<file path="src/rtl/fp_addsub_seq.sv">
// Sequential IEEE-754 add/subtract: IDLE -> ALIGN -> ADD -> NORM -> DONE, truncating rounding.
// Denormal inputs and underflowing results are flushed to signed zero.
module fp_addsub_seq #(
    parameter int EXP_W  = 8,
    parameter int FRAC_W = 23
) (
    input  logic                      i_clk,
    input  logic                      i_rst,
    input  logic                      i_in_valid,
    output logic                      o_in_ready,
    input  logic [EXP_W+FRAC_W:0]     i_op_a,
    input  logic [EXP_W+FRAC_W:0]     i_op_b,
    input  logic                      i_op_sub,
    output logic                      o_out_valid,
    input  logic                      i_out_ready,
    output logic [EXP_W+FRAC_W:0]     o_result,
    output logic                      o_flag_ovf,
    output logic                      o_flag_inv
);
    localparam int W   = 1 + EXP_W + FRAC_W;
    localparam int MW  = FRAC_W + 4;
    localparam int LZW = $clog2(MW);
    localparam logic [EXP_W-1:0]   EMAX  = {EXP_W{1'b1}};
    localparam logic [EXP_W-1:0]   SHMAX = EXP_W'(MW - 1);
    localparam logic [EXP_W+1:0]   EMAXW = {2'b00, EMAX};
    localparam logic [W-1:0]       QNAN  = {1'b0, EMAX, 1'b1, {(FRAC_W-1){1'b0}}};

    typedef enum logic [2:0] {IDLE, ALIGN, ADD, NORM, DONE} state_t;

    state_t             r_state;
    state_t             w_nextState;

    logic [W-1:0]       r_opA, r_opB;
    logic               r_sub;
    logic [MW-1:0]      r_mantL, r_mantS;
    logic [EXP_W-1:0]   r_expL;
    logic               r_signL, r_effSub;
    logic               r_spec, r_specInv;
    logic [W-1:0]       r_specRes;
    logic [MW:0]        r_sum;
    logic [W-1:0]       r_result;
    logic               r_ovf, r_inv;

    logic               w_signA, w_signB, w_nanA, w_nanB, w_infA, w_infB;
    logic [EXP_W-1:0]   w_expA, w_expB, w_expL, w_expS, w_diff;
    logic [W-2:0]       w_magA, w_magB, w_magL, w_magS;
    logic               w_swap, w_signL;
    logic [MW-1:0]      w_mantL, w_mantS, w_alignS;
    logic               w_specInv;
    logic [W-1:0]       w_specRes;

    logic [LZW-1:0]     w_lzc;
    logic [MW-1:0]      w_normMant;
    logic [EXP_W+1:0]   w_expN;
    logic [FRAC_W-1:0]  w_fracN;
    logic [W-1:0]       w_normRes;
    logic               w_normOvf, w_normInv;

    always_ff @(posedge i_clk) begin
        if (i_rst) r_state <= IDLE;
        else       r_state <= w_nextState;
    end

    always_comb begin
        w_nextState = r_state;
        case (r_state)
            IDLE:    if (i_in_valid) w_nextState = ALIGN;
            ALIGN:   w_nextState = ADD;
            ADD:     w_nextState = NORM;
            NORM:    w_nextState = DONE;
            DONE:    if (i_out_ready) w_nextState = IDLE;
            default: w_nextState = IDLE;
        endcase
    end

    always_comb begin
        o_in_ready  = (r_state == IDLE);
        o_out_valid = (r_state == DONE);
        o_result    = r_result;
        o_flag_ovf  = r_ovf;
        o_flag_inv  = r_inv;
    end

    // Unpack, flush denormals, order by magnitude and align the smaller operand with sticky.
    always_comb begin
        w_signA = r_opA[W-1];
        w_signB = r_opB[W-1] ^ r_sub;
        w_expA  = r_opA[W-2:FRAC_W];
        w_expB  = r_opB[W-2:FRAC_W];
        w_nanA  = (w_expA == EMAX) && (r_opA[FRAC_W-1:0] != '0);
        w_nanB  = (w_expB == EMAX) && (r_opB[FRAC_W-1:0] != '0);
        w_infA  = (w_expA == EMAX) && (r_opA[FRAC_W-1:0] == '0);
        w_infB  = (w_expB == EMAX) && (r_opB[FRAC_W-1:0] == '0);
        w_magA  = (w_expA == '0) ? '0 : r_opA[W-2:0];
        w_magB  = (w_expB == '0) ? '0 : r_opB[W-2:0];
        w_swap  = (w_magB > w_magA);
        w_magL  = w_swap ? w_magB : w_magA;
        w_magS  = w_swap ? w_magA : w_magB;
        w_signL = w_swap ? w_signB : w_signA;
        w_expL  = w_magL[W-2:FRAC_W];
        w_expS  = w_magS[W-2:FRAC_W];
        w_mantL = {(w_expL != '0), w_magL[FRAC_W-1:0], 3'b000};
        w_mantS = {(w_expS != '0), w_magS[FRAC_W-1:0], 3'b000};
        w_diff  = w_expL - w_expS;
        if (w_diff >= SHMAX)
            w_alignS = {{(MW-1){1'b0}}, (w_mantS != '0)};
        else
            w_alignS = (w_mantS >> w_diff)
                     | {{(MW-1){1'b0}}, |(w_mantS & ~({MW{1'b1}} << w_diff))};
        w_specInv = w_nanA | w_nanB | (w_infA & w_infB & (w_signA != w_signB));
        if (w_specInv)   w_specRes = QNAN;
        else if (w_infA) w_specRes = {w_signA, EMAX, {FRAC_W{1'b0}}};
        else             w_specRes = {w_signB, EMAX, {FRAC_W{1'b0}}};
    end

    // Normalise the raw sum: carry shifts right, otherwise leading zeros shift left.
    always_comb begin
        w_lzc = '0;
        for (int i = 0; i < MW; i++)
            if (r_sum[i]) w_lzc = LZW'(MW - 1 - i);
        w_normMant = r_sum[MW-1:0] << w_lzc;
        if (r_sum[MW]) begin
            w_expN  = {2'b00, r_expL} + 1'b1;
            w_fracN = r_sum[MW-1:4];
        end else begin
            w_expN  = {2'b00, r_expL} - {{(EXP_W+2-LZW){1'b0}}, w_lzc};
            w_fracN = w_normMant[MW-2:3];
        end
        w_normOvf = 1'b0;
        w_normInv = 1'b0;
        if (r_spec) begin
            w_normRes = r_specRes;
            w_normInv = r_specInv;
        end else if (r_sum == '0)
            w_normRes = {r_signL & ~r_effSub, {(W-1){1'b0}}};
        else if (w_expN[EXP_W+1] || (w_expN == '0))
            w_normRes = {r_signL, {(W-1){1'b0}}};
        else if (w_expN >= EMAXW) begin
            w_normRes = {r_signL, EMAX, {FRAC_W{1'b0}}};
            w_normOvf = 1'b1;
        end else
            w_normRes = {r_signL, w_expN[EXP_W-1:0], w_fracN};
    end

    always_ff @(posedge i_clk) begin
        if (i_rst) begin
            r_result <= '0;
            r_ovf    <= 1'b0;
            r_inv    <= 1'b0;
        end else begin
            case (r_state)
                IDLE: if (i_in_valid) begin
                    r_opA <= i_op_a;
                    r_opB <= i_op_b;
                    r_sub <= i_op_sub;
                end
                ALIGN: begin
                    r_mantL   <= w_mantL;
                    r_mantS   <= w_alignS;
                    r_expL    <= w_expL;
                    r_signL   <= w_signL;
                    r_effSub  <= w_signA ^ w_signB;
                    r_spec    <= w_nanA | w_nanB | w_infA | w_infB;
                    r_specInv <= w_specInv;
                    r_specRes <= w_specRes;
                end
                ADD: r_sum <= r_effSub ? ({1'b0, r_mantL} - {1'b0, r_mantS})
                                       : ({1'b0, r_mantL} + {1'b0, r_mantS});
                NORM: begin
                    r_result <= w_normRes;
                    r_ovf    <= w_normOvf;
                    r_inv    <= w_normInv;
                end
                default: ;
            endcase
        end
    end
endmodule

</file>
<file path="config.mk">
export PLATFORM = sky130hd
export DESIGN_NAME = fp_addsub_seq
export DESIGN_NICKNAME = d
export VERILOG_FILES = /design/src/rtl/fp_addsub_seq.sv
export SDC_FILE = /design/constraint.sdc
export NUM_CORES = 1
export LEC_CHECK = 0
export CORE_AREA = 2 2 166 168
export CTS_CLUSTER_SIZE = 12
export DETAILED_ROUTE_END_ITERATION = 16
export DIE_AREA = 0 0 168 170
export PLACE_DENSITY = 0.81
export SLEW_MARGIN = 20
export SYNTH_ARGS = -nofsm -noshare
export SYNTH_HDL_FRONTEND = slang
export SYNTH_SLANG_ARGS = --single-unit
export TNS_END_PERCENT = 5
</file>
<file path="constraint.sdc">
create_clock -name i_clk -period 12.4 [get_ports i_clk]
set_input_delay 2.48 -clock i_clk [delete_from_list [all_inputs] [get_ports i_clk]]
set_output_delay 2.48 -clock i_clk [all_outputs]
set_load 0.01 [all_outputs]
</file>
==> results of run 1 <==
## cell type report
class | count | area (um^2) | share of cell area [%]
diodes | 1 | 2.502 | 0.01528
repair buffers | 121 | 1169 | 7.137
multi-input cells | 1238 | 8352 | 51.00
inverters | 98 | 367.9 | 2.246
well taps | 341 | 426.7 | 2.606
flip-flops and latches | 195 | 5485 | 33.50
clock buffers | 17 | 425.4 | 2.598
clock inverters | 15 | 146.4 | 0.8940
## cells in the mapped netlist, types with 8 or more instances
library cell    n
nor2b_1        18
o21bai_1        8
nor4_1         37
a211oi_1       19
clkbuf_1       66
buf_2          12
o211ai_1       12
xnor2_1        23
buf_1           8
edfxtp_1      158
mux4_2         10
nor3_1         60
nand2b_1       16
o21a_1         11
inv_1          97
nand4_1        17
nand2_1       163
o22ai_1        15
a21o_1         12
a21oi_1        97
mux2i_1       117
or3_1          12
a31oi_1        15
dfxtp_1        37
nand3_1        39
and2_1          9
xor2_1         13
ha_1           87
nor2_1        149
o31ai_1        17
o21ai_0       117
## per-stage QoR
stage                     cell area, um^2  setup slack [ns]  utilization (%)
after detailed placement            15800             5.570            59.28
after CTS                           16370             5.523            61.42
after global routing                16370             4.797            61.43
after floorplan                     14580             2.236                -
final                               16370             5.280            61.44
after global placement              15800             5.437            59.28
## flip-flops by register name, indices dropped and copies added (netlist names)
name and count:
o_flag_inv 1, o_flag_ovf 1, o_result 32, r_effSub 1, r_expL 8, r_mantL 24
r_mantS 27, r_opA 32, r_opB 32, r_signL 1, r_spec 1, r_specInv 1
r_specRes 2, r_state 3, r_sub 1, r_sum 28
## worst paths after layout
check	start	to	slack, ns	depth (start not counted)
hold reg to reg	o_result[19]	o_result[19]	0.44	2
setup reg to reg	r_opB[28]	r_mantS[0]	5.28	18
hold / removal	o_result[19]	o_result[19]	0.44	2
setup / recovery	r_opB[28]	r_mantS[0]	5.28	18
## per-layer routing
| layer | vias to the layer above | track usage [%] | wire, um |
|---|---|---|---|
| met2 | 537 | 47.59 | 18900 |
| li1 | 6118 | - | - |
| met1 | 5994 | 34.83 | 16560 |
| met4 | 0 | 11.30 | 1562 |
| met3 | 120 | 4.279 | 2460 |
| met5 | - | 0 | 0 |
## cells by family (layout without fill, tap and decap cells)
| family | count (synthesis) | after routing |
|---|---|---|
| XOR/XNOR | 36 | 36 |
| buffers and inverters | 191 | 251 |
| multiplexers | 134 | 134 |
| flip-flops | 195 | 195 |
| adder cells (fa/ha/maj) | 89 | 89 |
| other | 0 | 1 |
| AO/OA/AOI/OAI | 415 | 415 |
| AND/OR/NAND/NOR | 564 | 564 |
## worst register-to-register path, stage by stage, from the launching register on
cell and delay (ns):
edfxtp_1 0.50, nor4_1 0.33, nand2_1 0.55, nand2_1 0.33
inv_1 0.09, ha_1 0.33, o211a_1 0.18, o31ai_1 0.07
a221oi_1 0.59, o211ai_2 0.32, nand2_2 0.16, buf_4 0.56
a31oi_1 0.23, o21ai_0 0.60, and2_1 0.88, a211oi_1 0.15
a2111oi_0 0.72, o31ai_1 0.16, a41oi_1 0.23
## power groups by stage
stage / combinational, uW / sequential, uW / clock [uW]
global placement: 460 / 780 / 0
detailed placement: 464 / 781 / 0
CTS: 468 / 766 / 552
global route: 521 / 769 / 578
floorplan: 343 / 776 / 0
finish: 480 / 766 / 544
==> qor.txt, run 1 <==
status = finished clean
Cells after Synth = 1,624
number of port buffers = 104
Core ar. = 26,650 um^2
Top FF cell, synth = edfxtp_1
Max VDD drop = 66.99 uV
Hold WS = 0.4419 ns
clock power share = 30.4%
nets = 1,829
Largest stage delay, worst path = 0.88 ns
worst path cell trace = nor4_1 > nand2_1 > nand2_1 > inv_1 > ha_1 > o211a_1 > o31ai_1 > a221oi_1 > o211ai_2 > nand2_2 > buf_4 > a31oi_1 > o21ai_0 > and2_1 > a211oi_1 > a2111oi_0 > o31ai_1 > a41oi_1
CTS tree = yes
Seq/Total Area, Yosys = 37.63%
RSZ-0062 raised after global routing = false
Synth Area in XOR/XNOR = 2.163%
fin crit period = 7.120 ns
share of Yosys cell area claimed by the top area cell type = 32.55%
H-tree depth = 4
MaxCap Viol Count = 0
Lkg Pwr = 0.006319 uW
Synth Area in Simple Gates = 18.68%
#FFs+latches synth = 195
Slew Limit Headroom = 33.35%
Worst-path clk slew = 0.08 ns
commonest non-fill, non-tap cell in the layout = nand2_1
Setup CP Type = flip-flop to flip-flop
Synth cell types = 90
clock latency on the worst-skew pair = 0.45 ns
worst slew pin tran = 0.9892 ns
Worst Path Buf+Inv = 2
switching share of power = 33.50%
period utilisation layout = 57.42%
Antenna Nets Post-Route = 0
final WL = 39,480 um
Die Ht = 170 um
largest net degree at the start of global routing = 75
Vias = 12,769
Adder-Cell Fraction of Synth Area = 7.742%
internal power = 1190 uW
number of synthesized flops with an enable pin = 158
Fin. Hold Viols = 0
CTS Hold Bufs = 0
Pre-antenna DRT Iters = 6
die area = 28,560 um^2
crit end category = flip-flop
sequential power share = 42.8%
combinational cell fraction of total power = 26.8%
Setup-failing EPs final = 0
area grow syn2layout = 12.34%
Fill cells = 2,271
number of global-route vias before repair = 12,210
most frequent cells in the layout = 163 x nand2_1, 158 x edfxtp_1, 148 x nor2_1
DRC errors left = 0
row count = 60
post-layout total power = 1790 uW
Root Buffer = clkbuf_16
dominant cells by area after synthesis = edfxtp_1 33%, mux2i_1 8.0%, ha_1 7.5%, dfxtp_1 5.1%, nand2_1 4.2%
Slowest-stage cell, CP = and2_1
clk sinks = 195
Total GRT Usage = 27.61%
Synth Area in Compound Gates = 18.41%
Async SR Flop Fraction = 0%
vias per inst = 6.303
cell area after synthesis = 14,580 um^2
FMAX = 0.1405 GHz
I/O pin count = 105
Final TNS setup = 0 ns
Starting Density = 54.69%
total congestion overflow after global routing = 0
DIE WIDTH = 168 um
Syn Area/Cell = 8.976 um^2
Hold Crit Class = flip-flop to flip-flop
Max FO, Critical Path = 74
Setup crit start kind = flip-flop
DR iter-0 viols = 1,246
post-detailed-placement half-perimeter wirelength = 29,970 um
family with the most delay on the worst path = compound AO/OA/AOI/OAI gates
Synthesis Warnings = 0
DP Cell Count = 1,993
first-pass GRT wire length = 63,100 um
maximum root-to-sink buffer count = 2
switching pwr = 599.8 uW
Pwr per Cell Area = 109.3 nW/um^2
Yosys top cell by area = edfxtp_1
Final Max Slew Viols = 0
crit path DAT = 7.40 ns
layout cell share with drive strength beyond 1 = 5.641%
fin cells = 2,026
multiplexer share of the synthesized area = 10.12%
Avg WL per Cell = 19.49 um
number of CTS-inserted buffers = 17
post-CTS setup buffer count = 0
syn nets = 1,782
post_cts resized = 0
worst endpoint required time = 12.68 ns
Final Skew = 0.01708 ns
combinational family with the most area after synthesis = simple AND/OR/NAND/NOR gates
Placer Congestion = 0.9584
initial antenna violation count = 1
Power figures use the tool's default switching activity.
==> run 2: changes to the inputs <==
==> constraint.sdc (replaced) <==
create_clock -name i_clk -period 7.25 [get_ports i_clk]
set_input_delay 1.45 -clock i_clk [delete_from_list [all_inputs] [get_ports i_clk]]
set_output_delay 1.45 -clock i_clk [all_outputs]
set_load 0.01 [all_outputs]
==> run 2 against run 1 <==
Sequential share of layout area decreased by 0.079 points. Register-to-register slack got worse by 4.7 ns. Critical path type unchanged. Core utilization increased by 0.15 points. Clock skew increased by 0.00097 ns. Sequential power increased by 71%. Wire length increased by 1.2%.
==> qor.txt, run 2 (same netlist as run 1, synthesis figures left out) <==
status = finished clean
total congestion overflow after global routing = 0 (unchanged)
Fin. Hold Viols = 0 (unchanged)
worst endpoint required time = 7.52 ns (-5.16 ns)
number of port buffers = 104 (unchanged)
number of CTS-inserted buffers = 17 (unchanged)
layout cell share with drive strength beyond 1 = 5.865% (+0.22 points)
I/O pin count = 105 (unchanged)
Slew Limit Headroom = 29.49% (-3.9 points)
fin area = 16,410 um^2 (+0.24%)
Largest stage delay, worst path = 0.62 ns (-0.26 ns)
post_cts resized = 0 (unchanged)
Max FO, Critical Path = 25 (-66%)
Fill cells = 2,251 (-0.88%)
Starting Density = 54.69% (unchanged)
Pre-antenna DRT Iters = 5 (-1)
Die Ht = 170 um (unchanged)
Slowest-stage cell, CP = nand2_1
initial antenna violation count = 0 (-1)
Core ar. = 26,650 um^2 (unchanged)
most frequent cells in the layout = 162 x nand2_1, 158 x edfxtp_1, 148 x nor2_1
Root Buffer = clkbuf_16
most frequent cell on the critical path = nand2_1
DRC errors left = 0 (unchanged)
combinational cell fraction of total power = 26.8% (about the same)
first-pass GRT wire length = 63,430 um (+0.52%)
crit end category = flip-flop
Hold Crit Class = flip-flop to flip-flop
clock power share = 30.6% (+0.2 points)
switching share of power = 32.66% (-0.84 points)
post-detailed-placement half-perimeter wirelength = 30,470 um (+1.7%)
worst slew pin tran = 1.048 ns (+0.05871 ns)
internal power = 2071 uW (+74%)
period utilisation layout = 92.16% (+35 points)
Antenna Nets Post-Route = 0 (unchanged)
FMAX = 0.1497 GHz (+6.6%)
Total GRT Usage = 27.89% (+0.27 points)
number of global-route vias before repair = 12,291 (+0.66%)
Setup-failing EPs final = 0 (unchanged)
vias per inst = 6.299 (about the same)
post-CTS setup buffer count = 0 (unchanged)
antenna cells = 0 (-1)
RSZ-0062 raised after global routing = false
CTS Hold Bufs = 0 (unchanged)
sequential power share = 42.6% (-0.2 points)
row count = 60 (unchanged)
clock latency on the worst-skew pair = 0.44 ns (about the same)
nets = 1,833 (+0.22%)
maximum root-to-sink buffer count = 2 (unchanged)
Lkg Pwr = 0.006344 uW (+0.39%)
fin crit period = 6.682 ns (-0.4380 ns)
Placer Congestion = 1.031 (+7.5%)
Final TNS setup = 0 ns (unchanged)
Pwr per Cell Area = 187.4 nW/um^2 (+71%)
clk sinks = 195 (unchanged)
placed cell area = 15,840 um^2 (+0.26%)
Final Skew = 0.01805 ns (+0.0009720 ns)
crit path DAT = 6.95 ns (-0.45 ns)
area grow syn2layout = 12.60%
Max VDD drop = 108.1 uV (+61%)
Avg WL per Cell = 19.68 um (+1.0%)
Worst-path clk slew = 0.08 ns (about the same)
DR iter-0 viols = 1,249 (+0.24%)
Setup crit start kind = flip-flop
worst path cell trace = nor4_1 > nand2_1 > nand2_1 > ha_1 > nand4_1 > nor4_4 > a2111oi_2 > a21o_1 > nor2_4 > nor2_1 > nor2_1 > ha_1 > o21ai_0 > nand2_1 > a21oi_1 > inv_1 > o211a_1 > o311ai_0 > mux2i_1 > o21a_1 > a2111oi_0 > o31ai_1 > a41oi_1
DIE WIDTH = 168 um (unchanged)
CTS tree = yes
die area = 28,560 um^2 (unchanged)
Setup CP Type = flip-flop to flip-flop
Worst Path Buf+Inv = 1 (-1)
MaxCap Viol Count = 0 (unchanged)
Vias = 12,780 (+0.086%)
H-tree depth = 4 (unchanged)
family with the most delay on the worst path = compound AO/OA/AOI/OAI gates
commonest non-fill, non-tap cell in the layout = nand2_1
largest net degree at the start of global routing = 75 (unchanged)
switching pwr = 1005 uW (+68%)
final WL = 39,940 um (+1.2%)
Final Max Slew Viols = 0 (unchanged)
run 2: final cells by class:
cell class	count	area [um^2]	share of cell area, %
Timing Repair Buffer	125	1199	7.303
Clock buffer	18	429.2	2.615
Sequential cell	195	5485	33.42
Inverter	98	367.9	2.241
Clock inverter	14	142.6	0.8690
Multi-Input combinational cell	1238	8363	50.95
Tap cell	341	426.7	2.599
run 2: power groups by stage:
stage | Clock [uW] | Combinational, uW | Sequential, uW
floorplan | 0 | 587 | 1320
global placement | 0 | 794 | 1330
detailed placement | 0 | 802 | 1340
CTS | 955 | 807 | 1310
global route | 997 | 897 | 1320
finish | 940 | 824 | 1310
run 2: worst register-to-register path, delay by kind of cell (launching register included):
| kind | cells | cell delay (ns) |
|---|---|---|
| AO/OA/AOI/OAI | 10 | 3.35 |
| adder cells (fa/ha/maj) | 2 | 0.50 |
| buffers and inverters | 1 | 0.06 |
| flip-flops | 1 | 0.46 |
| multiplexers | 1 | 0.16 |
| AND/OR/NAND/NOR | 9 | 1.99 |
run 2: final timing paths:
| kind | startpoint | to | slack [ns] | cells after the start |
|---|---|---|---|---|
| setup reg to reg | r_opA[28] | r_mantS[0] | 0.57 | 23 |
| hold / removal | o_result[19] | o_result[19] | 0.44 | 2 |
| setup / recovery | r_opA[28] | r_mantS[0] | 0.57 | 23 |
| hold reg to reg | o_result[19] | o_result[19] | 0.44 | 2 |
run 2: layer usage:
layer | GRT usage, % | up-vias | share of wire, %
li1 | - | 6123 | -
met1 | 34.71 | 5967 | 41
met2 | 47.63 | 565 | 48
met3 | 3.860 | 125 | 6.4
met4 | 14.25 | 0 | 4.9
met5 | 0 | - | 0
run 2: per-stage QoR:
stage | hold slack, ns | total power [uW] | utilization, % | setup WS [ns] | std cells
2_1_floorplan | 0.4625 | 1912 | - | 1.446 | 1624
3_3_place_gp | 0.4258 | 2128 | 59.42 | 0.9565 | 1997
3_5_place_dp | 0.4355 | 2137 | 59.43 | 0.7419 | 1997
4_1_cts | 0.4471 | 3072 | 61.58 | 0.7214 | 2029
5_1_grt | 0.4606 | 3210 | 61.59 | 0.03040 | 2029
6_report | 0.4446 | 3076 | 61.59 | 0.5683 | 2029
==> run 3: changes to the inputs <==
--- a/config.mk
+++ b/config.mk
@@ -5,11 +5,14 @@
 export SDC_FILE = /design/constraint.sdc
 export NUM_CORES = 1
 export LEC_CHECK = 0
-export CORE_AREA = 2 2 166 168
+export ABC_AREA = 1
+export ABC_CLOCK_PERIOD_IN_PS = 7250
+export CORE_AREA = 2 2 167 169
 export CTS_CLUSTER_SIZE = 12
 export DETAILED_ROUTE_END_ITERATION = 16
-export DIE_AREA = 0 0 168 170
+export DIE_AREA = 0 0 169 171
 export PLACE_DENSITY = 0.81
+export REMOVE_ABC_BUFFERS = 1
 export SLEW_MARGIN = 20
 export SYNTH_ARGS = -nofsm -noshare
 export SYNTH_HDL_FRONTEND = slang
==> run 3 against run 2 <==
Sequential power grew 3%. Cell count grew 23%. Via count grew 14%. Die area grew 1.2%. Cell area grew 1.5%. Global-route usage grew 2.0 points. Clock power shrank 3.0%. Synthesized area grew 1.5%.
==> qor.txt, run 3 <==
status = finished clean
Worst Path Buf+Inv = 4 (+3)
reg-to-reg slack, setup = 1.33 ns (+0.76 ns)
area grow syn2layout = 12.58% (about the same)
Synthesis Warnings = 0 (unchanged)
#FFs+latches synth = 195 (unchanged)
final WL = 43,100 um (+7.9%)
Pwr per Cell Area = 209.7 nW/um^2 (+12%)
Fin. Hold Viols = 0 (unchanged)
Cells after Synth = 2,073 (+28%)
CTS Hold Bufs = 0 (unchanged)
Hold Crit Class = flip-flop to flip-flop
fin crit period = 5.921 ns (-0.7610 ns)
dominant cells by area after synthesis = edfxtp_1 32%, nand2_1 14%, nand3_1 9.7%, ha_1 7.4%, inv_1 5.9%
I/O pin count = 105 (unchanged)
first-pass GRT wire length = 68,340 um (+7.7%)
DRC errors left = 0 (unchanged)
most frequent cells in the layout = 552 x nand2_1, 288 x nand3_1, 234 x inv_1
cell area after synthesis = 14,790 um^2 (+1.5%)
H-tree depth = 4 (unchanged)
Final TNS setup = 0 ns (unchanged)
clk sinks = 195 (unchanged)
Worst-path clk slew = 0.08 ns (about the same)
Die Ht = 171 um (+0.59%)
Worst Setup SP = r_opA[27]
DIE WIDTH = 169 um (+0.60%)
Slowest-stage cell, CP = inv_1
die area = 28,900 um^2 (+1.2%)
MaxCap Viol Count = 0 (unchanged)
crit end category = flip-flop
Avg WL per Cell = 17.31 um (-12%)
Pre-antenna DRT Iters = 8 (+3)
Largest stage delay, worst path = 0.48 ns (-0.14 ns)
Setup crit start kind = flip-flop
post-CTS setup buffer count = 0 (unchanged)
RSZ-0062 raised after global routing = false
Antenna Nets Post-Route = 0 (unchanged)
clock latency on the worst-skew pair = 0.45 ns (about the same)
antenna cells = 0 (unchanged)
worst slew pin tran = 0.9899 ns (-0.05804 ns)
synth cell count leaders = 552 x nand2_1, 288 x nand3_1, 234 x inv_1
most frequent cell after synthesis = nand2_1
worst endpoint required time = 7.48 ns (-0.04 ns)
number of synthesized flops with an enable pin = 158 (unchanged)
Placer Congestion = 1.025 (-0.58%)
register area = 5485 um^2 (unchanged)
Hold Path Stages = 2 (unchanged)
CTS tree = yes
number of CTS-inserted buffers = 17 (unchanged)
reg2reg start = r_opA[27]
Total GRT Usage = 29.92% (+2.0 points)
Core ar. = 27,320 um^2 (+2.5%)
Syn Area/Cell = 7.135 um^2 (-21%)
largest net degree at the start of global routing = 66 (-12%)
Yosys top cell by area = edfxtp_1
post-detailed-placement half-perimeter wirelength = 33,490 um (+9.9%)
crit path DAT = 6.15 ns (-0.80 ns)
Synth cell types = 58 (-36%)
Max VDD drop = 146.8 uV (+36%)
DR iter-0 viols = 1,404 (+12%)
Multi-input gate area = 8046 um^2 (-3.8%)
Worst R2R End = r_mantS[15]
Lkg Pwr = 0.007423 uW (+17%)
FMAX = 0.1689 GHz (+13%)
Worst R2R Path Depth = 29 (+26%)
share of Yosys cell area claimed by the top area cell type = 32.08% (-0.47 points)
commonest non-fill, non-tap cell in the layout = nand2_1
Seq/Total Area, Yosys = 37.08% (-0.55 points)
number of port buffers = 104 (unchanged)
Setup CP Type = flip-flop to flip-flop
Vias = 14,533 (+14%)
period utilisation layout = 81.66% (-10 points)
Slew Limit Headroom = 33.85% (+4.4 points)
fin area = 16,650 um^2 (+1.5%)
total congestion overflow after global routing = 0 (unchanged)
initial antenna violation count = 0 (unchanged)
Fill cells = 2,472 (+9.8%)
vias per inst = 5.837 (-7.3%)
nets = 2,289 (+25%)
layout cell share with drive strength beyond 1 = 4.198% (-1.7 points)
Starting Density = 54.13% (-0.56 points)
Hold Path Origin = o_result[18]
most frequent cell on the critical path = nand2_1
row count = 61 (+1.7%)
Top FF cell, synth = edfxtp_1
Async SR Flop Fraction = 0% (unchanged)
family with the most delay on the worst path = simple AND/OR/NAND/NOR gates
maximum root-to-sink buffer count = 2 (unchanged)
placed cell area = 16,100 um^2 (+1.6%)
Max FO, Critical Path = 35 (+40%)
Root Buffer = clkbuf_16
number of global-route vias before repair = 13,654 (+11%)
Final Skew = 0.01626 ns (-0.001794 ns)
WHS Endpoint = o_result[18]
Setup-failing EPs final = 0 (unchanged)
Final Max Slew Viols = 0 (unchanged)
post_cts resized = 0 (unchanged)
[run 3: worst max path at each step]
stage	end	slack (ns)	cells past startpoint
global placement	o_result[9]	1.50	44
global route	o_result[1]	0.83	44
finish	r_mantS[15]	1.33	29
detailed placement	o_result[9]	1.46	44
floorplan	r_mantS[0]	1.47	31
CTS	o_result[9]	1.45	44
[run 3: kinds of logic after synthesis]
family	Yosys count	synth area share, %
AOI/OAI and AO/OA	348	12.76
adders and majority gates	89	7.630
xor gates and xnor gates	37	2.318
buffers and inverters	330	8.636
muxes	1	0.06767
and+or+nand+nor	1073	31.50
DFF	195	37.08
[run 3: where the power goes]
| part | switching, uW | internal (uW) |
|---|---|---|
| clock | 459 | 453 |
| sequential | 41.4 | 1310 |
| combinational | 847 | 385 |
[run 3: tightest hold or removal path, cell delays in order (launching register included)]
cell and delay (ns):
dfxtp_1 0.31, nand2_1 0.06, a21oi_1 0.05
[run 3: metal layers]
metal  vias to the layer above  track usage (%)  wire length (um)
met3                       152            4.141              2786
li1                       7101                -                 -
met5                         -                0                 0
met1                      6630            35.59             16900
met2                       650            53.51             21390
met4                         0            14.31              2024
[run 3: per-stage QoR]
stage          worst slack (ns)  instances  power [uW]  utilization, %  hold slack (ns)
6_report                  1.329       2490        3493           60.94           0.4658
2_1_floorplan             1.468       1982        2182               -           0.4443
3_3_place_gp              1.499       2458        2559           58.92           0.4507
4_1_cts                   1.447       2490        3476           60.94           0.4669
3_5_place_dp              1.457       2458        2568           58.92           0.4547
5_1_grt                  0.8253       2490        3685           60.94           0.4838
[run 3: cell type report]
type / instances / share of cell area, %
inverters: 239 / 5.387
flip-flops and latches: 195 / 32.94
clock buffers: 19 / 2.600
clock inverters: 13 / 0.7288
repair buffers: 130 / 7.424
well taps: 346 / 2.600
multi-input cells: 1548 / 48.32
